### src/rtl/pipe_ctrl_pkg.sv
// pipe_ctrl_pkg: shared state encodings, hazard priorities and control-word decode for the hazard controller
package pipe_ctrl_pkg;
    localparam logic [1:0] RUN      = 2'd0;
    localparam logic [1:0] MEM_WAIT = 2'd1;
    localparam logic [1:0] ERR      = 2'd2;
    localparam int DEF_MEM_TIMEOUT = 64;
    localparam int DEF_CNT_W       = 16;
    // Ordered lowest to highest priority so a larger value always wins.
    typedef enum logic [2:0] {HZ_NONE, HZ_LU, HZ_BR, HZ_MEM, HZ_ERR} hazard_t;
    typedef struct packed {
        logic pc_sel;
        logic if_keep;
        logic id_keep;
        logic ex_keep;
        logic mem_keep;
        logic id_nop;
        logic ex_nop;
        logic mem_nop;
        logic wb_nop;
    } ctrl_t;
    function automatic ctrl_t hazard_ctrl(input hazard_t h);
        return ctrl_t'(h >= HZ_MEM ? 9'b0_1111_0001 :
                       h == HZ_BR  ? 9'b1_0000_1110 :
                       h == HZ_LU  ? 9'b0_1100_0100 : 9'b0);
    endfunction
endpackage

### src/rtl/load_use_detect.sv
// load_use_detect: flags an ID instruction that reads the destination of a load still in EX
module load_use_detect (
    input  logic [4:0] id_rs1,
    input  logic [4:0] id_rs2,
    input  logic       id_use_rs1,
    input  logic       id_use_rs2,
    input  logic [4:0] ex_wreg,
    input  logic       ex_regwrite,
    input  logic       ex_is_load,
    output logic       lu
);
    assign lu = ex_is_load & ex_regwrite & (ex_wreg != 5'd0) &
                ((id_use_rs1 & (id_rs1 == ex_wreg)) | (id_use_rs2 & (id_rs2 == ex_wreg)));
endmodule

### src/rtl/pipe_hazard_ctrl.sv
// pipe_hazard_ctrl: stall/flush controller with memory-wait FSM, timeout and saturating perf counters
module sat_counter #(
    parameter int W = 16
) (
    input  logic         clk,
    input  logic         rst,
    input  logic         inc,
    output logic [W-1:0] cnt
);
    always_ff @(posedge clk or negedge rst)
        if (!rst) cnt <= '0;
        else if (inc && !(&cnt)) cnt <= cnt + 1'b1;
endmodule

module pipe_hazard_ctrl
    import pipe_ctrl_pkg::*;
#(
    parameter int MEM_TIMEOUT = DEF_MEM_TIMEOUT,
    parameter int CNT_W       = DEF_CNT_W
) (
    input  logic             clk,
    input  logic             rst,
    input  logic [4:0]       id_rs1,
    input  logic [4:0]       id_rs2,
    input  logic             id_use_rs1,
    input  logic             id_use_rs2,
    input  logic [4:0]       ex_wreg,
    input  logic             ex_regwrite,
    input  logic             ex_is_load,
    input  logic             br_taken,
    input  logic             dmem_req,
    input  logic             dmem_ack,
    output logic             pc_sel,
    output logic             if_keep,
    output logic             id_keep,
    output logic             ex_keep,
    output logic             mem_keep,
    output logic             id_nop,
    output logic             ex_nop,
    output logic             mem_nop,
    output logic             wb_nop,
    output logic             mem_err,
    output logic [1:0]       state,
    output logic [CNT_W-1:0] lu_cnt,
    output logic [CNT_W-1:0] flush_cnt,
    output logic [CNT_W-1:0] memwait_cnt
);
    localparam int WW = $clog2(MEM_TIMEOUT + 1);
    logic          lu;
    logic          mem_stall;
    hazard_t       hz;
    ctrl_t         ctl;
    logic [1:0]    state_nxt;
    logic [WW-1:0] wcnt;
    logic [WW-1:0] wcnt_inc;
    load_use_detect u_lud (
        .id_rs1     (id_rs1),
        .id_rs2     (id_rs2),
        .id_use_rs1 (id_use_rs1),
        .id_use_rs2 (id_use_rs2),
        .ex_wreg    (ex_wreg),
        .ex_regwrite(ex_regwrite),
        .ex_is_load (ex_is_load),
        .lu         (lu)
    );
    assign mem_stall = dmem_req & ~dmem_ack;
    assign hz = state == ERR ? HZ_ERR :
                mem_stall    ? HZ_MEM :
                br_taken     ? HZ_BR  :
                lu           ? HZ_LU  : HZ_NONE;
    // Pipeline controls are held inactive while reset is asserted.
    assign ctl = rst ? hazard_ctrl(hz) : ctrl_t'(9'b0);
    assign {pc_sel, if_keep, id_keep, ex_keep, mem_keep, id_nop, ex_nop, mem_nop, wb_nop} = ctl;
    assign mem_err = state == ERR;
    assign wcnt_inc = wcnt + 1'b1;
    assign state_nxt = state == ERR ? ERR :
                       mem_stall    ? (wcnt_inc == WW'(MEM_TIMEOUT) ? ERR : MEM_WAIT) : RUN;
    always_ff @(posedge clk or negedge rst)
        if (!rst) begin
            state <= RUN;
            wcnt  <= '0;
        end else begin
            state <= state_nxt;
            wcnt  <= state_nxt == MEM_WAIT ? wcnt_inc : '0;
        end
    sat_counter #(.W(CNT_W)) u_lu_cnt (.clk(clk), .rst(rst), .inc(hz == HZ_LU), .cnt(lu_cnt));
    sat_counter #(.W(CNT_W)) u_flush_cnt (.clk(clk), .rst(rst), .inc(hz == HZ_BR), .cnt(flush_cnt));
    sat_counter #(.W(CNT_W)) u_memwait_cnt (.clk(clk), .rst(rst), .inc(hz == HZ_MEM), .cnt(memwait_cnt));
endmodule

### config.mk
export PLATFORM = sky130hd
export DESIGN_NAME = pipe_hazard_ctrl
export DESIGN_NICKNAME = d
export VERILOG_FILES = /design/src/rtl/pipe_ctrl_pkg.sv /design/src/rtl/load_use_detect.sv /design/src/rtl/pipe_hazard_ctrl.sv
export SDC_FILE = /design/constraint.sdc
export NUM_CORES = 1
export LEC_CHECK = 0
export ABC_AREA = 1
export BUFFER_PORTS_ARGS = -buffer_cell sky130_fd_sc_hd__buf_2
export CAP_MARGIN = 20
export CORE_MARGIN = 4
export CORE_UTILIZATION = 30
export DETAILED_ROUTE_END_ITERATION = 10
export GPL_TIMING_DRIVEN = 0
export PLACE_DENSITY_LB_ADDON = 0.15
export SLEW_MARGIN = 25
export SYNTH_ARGS = -nofsm -noshare
export SYNTH_HDL_FRONTEND = slang
export SYNTH_SLANG_ARGS = --single-unit
### constraint.sdc
create_clock -name clk -period 1.8 [get_ports clk]
set_input_delay 0.36 -clock clk [delete_from_list [all_inputs] [get_ports clk]]
set_output_delay 0.36 -clock clk [all_outputs]
set_load 0.05 [all_outputs]
==> results.yml <==
floorplan:
  die_w_um: 112
  start_util: 0.311
  core_mm2: 0.0104
  die-area_mm2: 0.0125
  fp-row-count: 37
  io_pins: 84
  die_h_um: 112
placed_design:
  routabilityCongestion: 0.746
  place_ws_ns: -0.262
  hpwl_um: 6130
  port_buffers: 83
  placedInstanceArea_mm2: 0.00392
grt:
  antenna_found_initial: 0
  grt_pass1_wl_um: 14600
  grt_pass1_vias: 3092
  overflow: 0
  grt_max_degree: 21
  track_usage: 0.142
clock_network:
  ctsRootBufferMaster: "clkbuf_8"
  worst_skew_pair.late_latency_ns: 0.33
  cts_sinks: 57
  cts_tree: "done"
  cts_buffers: 9
  cts_htree_levels: 3
  clk_pin_slew_ns: 0.07
  clockBufferDepth: 2
timing:
  tightest_slew_ns: 0.792
  setup_viol: 8
  slew_violations: 0
  hold_viol_final: 0
  finalCritPeriodShare: 1.05
  skew_ns: 0.0116
  max-slew-margin-rel: 0.471
  fin_crit_ns: 1.90
  rsz0062_at_grt: "yes"
  setup_ws_ns: -0.0963
  holdWs_ns: 0.103
  max_freq_mhz: 527
pwr:
  switching_power_mw: 0.641
  p_total_mw: 2.80
  seqPwrFrac: 0.457
  switching_share: 0.228
  p_clk_frac: 0.478
  p_leak_nw: 2.41
  p_per_area_mw_per_mm2: 609
  power.internal_mw: 2.16
  vdd_drop_max_mv: 0.365
  combinationalPowerShare: 0.065
yosys:
  synth.avg_cell_area_um2: 7.55
  synth_top_area_share: 0.440
  syn_inst: 429
  synth_top_area_cell: "dfrtp_1"
  synth_common_cells: "nand2_1 (119), dfrtp_1 (57), nor2_1 (53)"
  syn_nets: 457
  ys_seq_area_frac: 0.440
  synth_edf_count: 0
  ys.flop_type: "dfrtp_1"
  ys_seq_elements: 57
  synthArstFlopShare: 1.00
  synthTopCellsByArea: "dfrtp_1 (44%), nand2_1 (14%), xor2_1 (7.3%)"
  synth.distinct_cells: 27
  yosysWarnings: 0
  synth.cell_area_mm2: 0.00324
  synth.most_common_cell: "nand2_1"
drt:
  via_per_inst: 4.45
  drt_iter0_drc: 131
  wl_per_cell_um: 12.4
  drtAntennaViolNets: 0
  vias: 3047
  wl_um: 8480
  drc_errors: 0
  first_pass_iters: 6
final_layout:
  antenna_cells: 0
  design_area_mm2: 0.00461
  nets: 573
  drive_gt1_frac: 0.348
  postLayoutCoreUtil: 0.442
  area_growth_pct: 42.1
outcome:
  run_status: "finished, violations left"
  violations: "negative setup slack"
min_path:
  hold_path.class: "primary input to async pin"
worst_setup_path:
  cp-end-kind: "output port"
  cp_max_fo: 5
  start_kind: "flop"
  worstPathArrival_ns: 1.54
  required_ns: 1.44
  crit_type: "flop to output port"
  crit_chain: "inv_2 > nor2_4 > inv_2 > nand2_4 > inv_8 > a21oi_4 > buf_6 > buf_8"
  crit_path_frequent_cell: "inv_2"
  cpPeakStageDelay_ns: 0.39
  crit_slowest_cell: "dfrtp_2"
flow_run:
  maxCapViolations: 0
[critical path, delay by kind of cell (launching register included)]
family | cells | cell delay [ns]
flops | 1 | 0.39
compound gates | 1 | 0.18
buf+inv | 5 | 0.42
simple gates | 2 | 0.22
[sequential cells by signal, indices dropped and copies added, names as in the netlist]
name and count:
state 2, u_lu_cnt.cnt 16, u_memwait_cnt.cnt 16, wcnt 7
u_flush_cnt.cnt 16
[placed cells by master, fill, tap and decap left out, drive strengths merged]
cell	n
nand2	121
buf	110
inv	65
nor2	62
dfrtp	57
xor2	27
nand3	24
nor3	21
nand4	11
clkbuf	11
xnor2	8
nand3b	6
o21ai	6
a21oi	5
ha	4
clkinvlp	2
bufinv	2
clkinv	2
nor4	2
and3b	1
bufbuf	1
dlygate4sd3	1
[cell type report]
cell class / count / area (um2)
plain buffers: 8 / 90.1
clock buffers: 10 / 138
clock inverters: 5 / 80.1
fillers: 1085 / 5810
inverters: 66 / 255
multi-input cells: 298 / 1720
flip-flops and latches: 57 / 1440
well taps: 136 / 170
repair buffers: 105 / 713
[power groups by stage]
stage          sequential (mW)  clock (mW)  combinational [mW]
6_report                  1.28        1.34               0.182
5_1_grt                   1.28        1.45               0.204
4_1_cts                   1.28        1.39               0.186
3_5_place_dp              1.30           0               0.155
3_3_place_gp              1.30           0               0.145
2_1_floorplan             1.31           0              0.0732
[stage by stage]
step,cells,TNS (ns)
final,685,-0.547
after global routing,685,-1.96
after CTS,676,-0.970
after detailed placement,649,-2.71
after global placement,648,-10.04
after floorplan,429,-2.23
[what timing repair did]
item	4_1_cts	5_1_grt
setup buffers	9	9
gates resized for setup	37	39
gates cloned	1	1
setup endpoints to repair	24	48
endpoints found under the hold margin	17	0
pin swaps	6	18
hold buffers	2	0
[per-layer routing]
| metal | global-route usage | share of wire |
|---|---|---|
| met1 | 0.178 | 0.45 |
| met2 | 0.237 | 0.49 |
| met3 | 0.0370 | 0.042 |
| met4 | 0.0481 | 0.015 |
| met5 | 0 | 0 |
[final timing paths]
| kind | startpoint | to | slack, ns | cells after the start |
|---|---|---|---|---|
| setup / recovery | state[1]$_DFF_PN0_ | if_keep | -0.1 | 8 |
| max in group asynchronous | rst | u_lu_cnt.cnt[0]$_DFFE_PN0P_ | 0.56 | 2 |
| hold / removal | rst | wcnt[6]$_DFF_PN0_ | 0.10 | 2 |
| hold reg to reg | wcnt[0]$_DFF_PN0_ | wcnt[0]$_DFF_PN0_ | 0.46 | 1 |
| min in group clk | dmem_ack | state[1]$_DFF_PN0_ | 0.39 | 4 |
| setup reg to reg | state[1]$_DFF_PN0_ | u_memwait_cnt.cnt[12]$_DFFE_PN0P_ | 0.03 | 10 |
[cell families after synthesis]
family,after synthesis,synth area share
buf+inv,74,0.0954
compound gates,11,0.0181
xor+xnor,35,0.0946
flops,57,0.440
fa+ha+maj,4,0.0154
simple gates,248,0.336
Power figures use the tool's default switching activity.
